`src/rtl/mem_port_arbiter_pkg.sv`:
```
// Shared definitions for the Data_Memory port arbiter: FSM encodings,
// line width and requester IDs.
package mem_port_arbiter_pkg;

    localparam int LINE_LEN = 256;

    typedef enum logic [1:0] {
        ARB_IDLE    = 2'd0,
        ARB_GRANT_I = 2'd1,
        ARB_GRANT_D = 2'd2
    } arb_state_t;

    localparam logic REQ_I = 1'b0;
    localparam logic REQ_D = 1'b1;

endpackage

```
`src/rtl/mem_arb_pick.sv`:
```
// Combinational winner selection between the two requesters.
// Policy selected by MEM_ARB_ROUND_ROBIN_EN (defined: alternate on ties, else D wins ties).
module mem_arb_pick
    import mem_port_arbiter_pkg::*;
(
    input  logic i_en,
    input  logic d_en,
    input  logic pref,
    output logic valid,
    output logic winner
);

    assign valid = i_en | d_en;

`ifdef MEM_ARB_ROUND_ROBIN_EN
    // On a tie the favoured requester (the one not granted last) wins.
    assign winner = (i_en && d_en) ? pref : (d_en ? REQ_D : REQ_I);
`else
    logic unused_pref;
    assign unused_pref = pref;
    assign winner      = d_en ? REQ_D : REQ_I;
`endif

endmodule

```
`src/rtl/mem_port_arbiter.sv`:
```
// Shares the single 256-bit Data_Memory port between icache refill (I) and
// dcache_controller (D). Optional round-robin ties: MEM_ARB_ROUND_ROBIN_EN.
module mem_port_arbiter
    import mem_port_arbiter_pkg::*;
#(
    parameter int ADDR_W = 32,
    parameter int LINE_W = LINE_LEN
) (
    input  logic              clk_i,
    input  logic              rst_i,
    input  logic              i_enable_i,
    input  logic              i_write_i,
    input  logic [ADDR_W-1:0] i_addr_i,
    input  logic [LINE_W-1:0] i_data_i,
    output logic [LINE_W-1:0] i_data_o,
    output logic              i_ack_o,
    input  logic              d_enable_i,
    input  logic              d_write_i,
    input  logic [ADDR_W-1:0] d_addr_i,
    input  logic [LINE_W-1:0] d_data_i,
    output logic [LINE_W-1:0] d_data_o,
    output logic              d_ack_o,
    output logic              mem_enable_o,
    output logic              mem_write_o,
    output logic [ADDR_W-1:0] mem_addr_o,
    output logic [LINE_W-1:0] mem_data_o,
    input  logic [LINE_W-1:0] mem_data_i,
    input  logic              mem_ack_i,
    output logic              busy_o
);

    arb_state_t state_q, state_d;
    logic       grant_valid;
    logic       grant_id;
    logic       pref;
    logic       take;

    assign take = (state_q == ARB_IDLE) && grant_valid;

`ifdef MEM_ARB_ROUND_ROBIN_EN
    logic pref_q;

    always_ff @(posedge clk_i or negedge rst_i) begin
        if (!rst_i)    pref_q <= REQ_D;
        else if (take) pref_q <= ~grant_id;
    end

    assign pref = pref_q;
`else
    assign pref = REQ_D;
`endif

    mem_arb_pick u_pick (
        .i_en   (i_enable_i),
        .d_en   (d_enable_i),
        .pref   (pref),
        .valid  (grant_valid),
        .winner (grant_id)
    );

    // NOTE: sequential state uses non-blocking assignments so every register
    // samples pre-edge values regardless of block ordering.
    always_ff @(posedge clk_i or negedge rst_i) begin
        if (!rst_i) state_q <= ARB_IDLE;
        else        state_q <= state_d;
    end

    // NOTE: default assignment first so no path through the case infers a latch.
    always_comb begin
        state_d = state_q;
        case (state_q)
            ARB_IDLE:    if (grant_valid) state_d = (grant_id == REQ_D) ? ARB_GRANT_D : ARB_GRANT_I;
            ARB_GRANT_I,
            ARB_GRANT_D: if (mem_ack_i) state_d = ARB_IDLE;
            default:     state_d = ARB_IDLE;
        endcase
    end

    // The winner's request is captured once and held until ack, so requesters
    // may change or drop their inputs mid-transaction.
    always_ff @(posedge clk_i or negedge rst_i) begin
        if (!rst_i) begin
            mem_write_o <= 1'b0;
            mem_addr_o  <= '0;
            mem_data_o  <= '0;
        end else if (take) begin
            mem_write_o <= (grant_id == REQ_D) ? d_write_i : i_write_i;
            mem_addr_o  <= (grant_id == REQ_D) ? d_addr_i  : i_addr_i;
            mem_data_o  <= (grant_id == REQ_D) ? d_data_i  : i_data_i;
        end
    end

    assign mem_enable_o = (state_q != ARB_IDLE);
    assign busy_o       = (state_q != ARB_IDLE);

    assign i_ack_o  = (state_q == ARB_GRANT_I) && mem_ack_i;
    assign d_ack_o  = (state_q == ARB_GRANT_D) && mem_ack_i;
    assign i_data_o = (state_q == ARB_GRANT_I) ? mem_data_i : '0;
    assign d_data_o = (state_q == ARB_GRANT_D) ? mem_data_i : '0;

endmodule

```
`config.mk`:
```
export PLATFORM = sky130hd
export DESIGN_NAME = mem_port_arbiter
export DESIGN_NICKNAME = d
export VERILOG_FILES = /design/src/rtl/mem_port_arbiter_pkg.sv /design/src/rtl/mem_arb_pick.sv /design/src/rtl/mem_port_arbiter.sv
export SDC_FILE = /design/constraint.sdc
export NUM_CORES = 1
export LEC_CHECK = 0
export ABC_AREA = 1
export CAP_MARGIN = 20
export CORE_AREA = 2 2 644 646
export CTS_BUF_LIST = sky130_fd_sc_hd__clkbuf_8 sky130_fd_sc_hd__clkbuf_16
export CTS_CLUSTER_DIAMETER = 120
export CTS_CLUSTER_SIZE = 40
export DETAILED_ROUTE_END_ITERATION = 16
export DIE_AREA = 0 0 646 648
export SYNTH_ARGS = -nofsm -noshare
export SYNTH_HDL_FRONTEND = slang
export SYNTH_SLANG_ARGS = --single-unit
```
`constraint.sdc`:
```
create_clock -name clk_i -period 2.3 [get_ports clk_i]
set_input_delay 0.345 -clock clk_i [delete_from_list [all_inputs] [get_ports clk_i]]
set_output_delay 0.345 -clock clk_i [all_outputs]
set_load 0.005 [all_outputs]
```
== Word-level counts from Yosys, hierarchy flattened ==
Cells that the tools add are included.

* Bits in registers: 291
* Input bits: 839
* Output and inout bits: 805
* Word-level logic and storage cells: 26

* Equal/unequal tests: 4
* Multiplexer cells: 10
* Bitwise gates (word level): 1
* Reductions and logical operators: 7

{| class="wikitable"
|+ Operator list
! operator !! count
|-
| 256-bit two-way mux || 3
|-
| 32-bit two-way mux || 1
|-
| 2-bit two-way mux || 3
|-
| 2-bit inequality test, second input constant || 2
|-
| 2-bit one-hot mux with 2 select lines || 1
|-
| 1-bit logical AND || 3
|-
| 2-bit by 1-bit equality test with 1-bit output, second input constant || 1
|-
| 2-bit equality test, second input constant || 1
|-
| 2-bit logical NOT || 1
|-
| 1-bit two-way mux || 2
|-
| 2-bit AND reduction || 1
|-
| 2-bit nonzero test || 1
|-
| 2-bit OR reduction || 1
|-
| 1-bit OR || 1
|}

== Logic depth before layout (Yosys ltp) ==
* Word-level depth: 4
* Depth in mapped cells: 9
* Gate-level depth less buffers: 6

== Hierarchy ==
A second synthesis with hierarchy kept.

* Cell total of the unflattened synthesis: 3265
* Area, all modules: 18751.7 µm²

{| class="wikitable"
|+ By module, submodules not included
! module !! instances !! cells each !! area an instance (µm²)
|-
| mem_port_arbiter || 1 || 3261 || 18733.0
|-
| mem_arb_pick || 1 || 4 || 18.8
|}

== Worst setup path before layout ==
OpenSTA, ideal clock, no wires.

* Kind: register to output
* Start: register state_q[0]
* End: output port d_data_o[100]
* Data arrival time: 1423 ps
* Required time: 1955 ps
* Slack: 532 ps
* Cell stages (with the launch flop): 8
* Cells stage by stage: dfrtp_1 inv_1 ha_1 clkbuf_1 clkbuf_1 clkbuf_1 nand2_1 inv_1

* Longest elaborated chain between the ends: 2

{| class="wikitable"
|+ Ends and longest elaborated chain
! item !! line !! RTL
|-
| start, declared || mem_port_arbiter.sv:32 || <nowiki>arb_state_t state_q, state_d;</nowiki>
|-
| start signal, assigned || mem_port_arbiter.sv:65 || <nowiki>else state_q <= state_d;</nowiki>
|-
| 2-bit equality test || mem_port_arbiter.sv:99 || <nowiki>assign d_data_o = (state_q == ARB_GRANT_D) ? mem_data_i : '0;</nowiki>
|-
| 256-bit two-way mux || mem_port_arbiter.sv:99 ||
|-
| end, declared || mem_port_arbiter.sv:21 || <nowiki>output logic [LINE_W-1:0] d_data_o,</nowiki>
|}

Every way passes these cells.

== Final worst setup path ==
* Start: register state_q[1]
* End: output port i_data_o[109]

* Longest elaborated chain between the ends: 2

{| class="wikitable"
|+ Ends and longest elaborated chain
! item !! line !! RTL
|-
| 2-bit by 1-bit equality test with 1-bit output || mem_port_arbiter.sv:98 || <nowiki>assign i_data_o = (state_q == ARB_GRANT_I) ? mem_data_i : '0;</nowiki>
|-
| 256-bit two-way mux || mem_port_arbiter.sv:98 ||
|-
| end, declared || mem_port_arbiter.sv:15 || <nowiki>output logic [LINE_W-1:0] i_data_o,</nowiki>
|}

Every way passes these cells.

==> flow_metrics.py <==
metrics = {
    "synth": {
        "synth_top_family_by_area": "simple AND/OR/NAND/NOR gates",
        "synth_area_per_cell_um2": 5.72,
        "synth-seq-cells": 291,
        "ys_dominant_reg_cell": "dfrtp_1",
        "netlist_area_um2": 18700,
        "synth_cell_type_count": 14,
        "async_reset_ff_share_pct": 100,
        "synth_edf_count": 0,
        "synth_mux_area_share_pct": 0,
        "synth_top_area_share_pct": 45.3,
        "synth_xor_xnor_area_share_pct": 0,
        "ys.warnings.count": 0,
        "synth_top_area_cell": "nand2_1",
        "synth_fp_nets": 4106,
        "synthTopCellsByArea": "nand2_1 (45%), dfrtp_1 (39%), inv_1 (10%)",
        "yosysMostFrequentCell": "nand2_1",
        "synthSimpleGateAreaFrac_pct": 45.4,
        "synth-compound-area-share_pct": 0.0469,
        "synthCells": 3263,
        "synth_commonest_cells": "nand2_1 (2256), inv_1 (520), dfrtp_1 (291), buf_2 (87), clkbuf_1 (70)",
        "ys_seq_area_share_pct": 39.0,
        "synth_fa_ha_area_share_pct": 0.268,
    },
    "setup_path": {
        "critPathCaptureType": "primary output",
        "start_kind": "flip-flop",
        "path_class": "flip-flop to primary output",
        "r2r_start": "state_q[1]",
        "crit_fanout": 8,
        "reg2reg_slack_ns": 0.24,
        "worst_ep_required_time_ns": 1.96,
        "r2r_end": "mem_addr_o[8]",
        "r2r_cells": 10,
        "crit_arrival_ns": 2.53,
    },
    "sta": {
        "rsz0062_at_grt": "true",
        "finalHoldViolations": 0,
        "fmax_mhz": 348,
        "setup_ws_ns": -0.570,
        "tightest_slew_ns": 0.703,
        "fin_skew_ns": 0.0743,
        "slew_viol_final": 0,
        "setup_viol": 513,
        "period_share_pct": 125,
        "fin_crit_ns": 2.87,
        "max-slew-margin-rel_pct": 53.1,
    },
    "global_routing": {
        "grt.busiest_layer": "met2",
        "grt_use_met3_pct": 6.78,
        "grt_pass1_vias": 26000,
        "grt_max_degree": 131,
        "overflow": 0,
        "track_usage_pct": 14.0,
        "grt_use_met1_pct": 15.9,
        "grtUsageMet2_pct": 23.3,
        "grt_pass1_wl_um": 361000,
        "antenna_found_initial": 170,
    },
    "power": {
        "power_density_nw_per_um2": 1010,
        "ir_drop_uv": 641,
        "power.internal_uw": 25700,
        "power_switching_uw": 24600,
        "seqPwrFrac_pct": 18.2,
        "pwr-share-clk_pct": 9.3,
        "comb_power_share_pct": 72.4,
        "sw_frac_of_total_pct": 49.0,
        "p_leak_uw": 0.0259,
    },
    "clock_network": {
        "clk_latency_ns": 0.74,
        "cts_tree": "yes",
        "clk_pin_slew_ns": 0.13,
        "cts_buffers": 19,
        "ctsRootBufferMaster": "clkbuf_16",
        "clock_sinks": 291,
        "clock_path_buffers": 3,
        "cts_max_level": 1,
    },
    "floorplan": {
        "dieHeight_um": 648,
        "coreArea_um2": 412000,
        "io_pins": 1644,
        "num_rows": 236,
        "fp.dieArea_um2": 419000,
        "start_util_pct": 4.53,
        "die_w_um": 646,
    },
    "detailed_routing": {
        "via_per_inst": 2.73,
        "num_vias": 29000,
        "dr.first_iter.drc_count": 2679,
        "ant_nets": 0,
        "dr.pass1.iters": 5,
        "post_drt_wl_per_cell_um": 29.3,
        "drc": 0,
        "drt-total-wl_um": 312000,
    },
    "cells_and_area": {
        "drive_gt1_share_pct": 27.9,
        "fin_area_um2": 49600,
        "area_growth_pct": 166,
        "fillCellCount": 47600,
        "nets": 5943,
    },
    "placed_design": {
        "dp_hpwl_um": 277000,
        "post-place-ws_ns": -0.0130,
        "gp_congestion": 0.978,
        "io_buffers": 1643,
        "placed_cell_area_um2": 44500,
    },
    "run": {
        "maxCapViolations": 0,
    },
    "run_status": {
        "status": "complete, but fails checks",
        "violations": "negative setup slack",
    },
    "min_path": {
        "hold_class": "primary input to asynchronous set/reset pin",
    },
}
kinds of logic (layout without fill, tap and decap cells):
| kind of cell | Yosys count | in the layout |
|---|---|---|
| flops | 291 | 291 |
| fa+ha+maj | 4 | 4 |
| simple gates | 2259 | 2259 |
| buf+inv | 708 | 2557 |
| other cells | 0 | 37 |
| compound gates | 1 | 1 |
power by group through the flow:
stage,combinational (uW),sequential (uW),clock [uW]
finish,36500,9180,4700
global route,38900,9440,5040
CTS,34300,9120,4940
detailed placement,31300,9130,0
global placement,31300,9130,0
floorplan,6790,9060,0
layout by cell type, fill, tap and decap left out, drive strengths merged:
master,count
bufbuf,2
clkdlybuf4s50,1076
nand3,1
nand4,1
o21ai,1
dlygate4sd2,12
dfrtp,291
inv,526
buf,755
ha,4
diode,37
clkinv,9
clkdlybuf4s15,14
dlymetal6s2s,35
nand2,2256
dlygate4sd3,1
clkbuf,127
nor2,1
worst max path at each step:
stage	startpoint	endpoint	slack, ns	cells after the start
floorplan	state_q[0]	d_data_o[100]	0.53	7
finish	state_q[1]	i_data_o[109]	-0.57	10
detailed placement	state_q[0]	d_data_o[54]	-0.01	7
CTS	state_q[1]	d_data_o[124]	-0.76	9
global placement	state_q[0]	d_data_o[54]	-0.02	7
global route	state_q[1]	i_data_o[188]	-0.67	7
flip-flops by register name (all words and copies together), names as in the netlist:
name and flops:
state_q 2, mem_write_o 1, mem_addr_o 32, mem_data_o 256
worst max-delay path, cell delays in order, from the launching register on:
cell       delay (ns)
dfrtp_1          0.43
inv_2            0.09
ha_4             0.19
buf_12           0.14
buf_16           0.14
buf_16           0.17
clkbuf_16        0.20
clkbuf_16        0.17
nand2_2          0.06
inv_2            0.08
buf_12           0.13
metal layers:
metal	share of wire, %	up-vias	wire (um)
li1	-	12900	-
met1	38	13800	117000
met2	46	1717	144000
met3	12	503	38100
met4	3.7	120	11400
met5	0.25	-	769
metrics by stage:
stage,TNS [ns],cells,util (%),total power (uW),hold slack (ns)
6_report,-166.20,10600,12.0,50300,0.113
5_1_grt,-228.85,10600,12.0,53400,0.0860
4_1_cts,-278.37,10500,11.4,48400,0.0878
3_5_place_dp,-0.0223,10300,10.8,40400,0.315
3_3_place_gp,-0.0233,10300,10.8,40500,0.316
2_1_floorplan,0,3263,-,15800,0.0494
timing repair:
action / CTS / global route
setup endpoints to repair: 532 / 535
setup buffers: 70 / 112
resized for setup: 561 / 1177
endpoints found under the hold margin: 83 / 0
pin swaps: 3 / 13
gates cloned: 25 / 18
hold buffers: 1 / 0
cell type report:
cell class	instances	area, um^2	area share, %
tap	5474	6850	13.8
antenna	37	92.6	0.187
timing repair buffer	2003	22100	44.6
clock inverter	14	332	0.668
inverter	521	2170	4.37
clock buffer	19	475	0.958
sequential	291	7280	14.7
multi-input combinational	2264	10300	20.7
(Power assumes the default switching activity.)
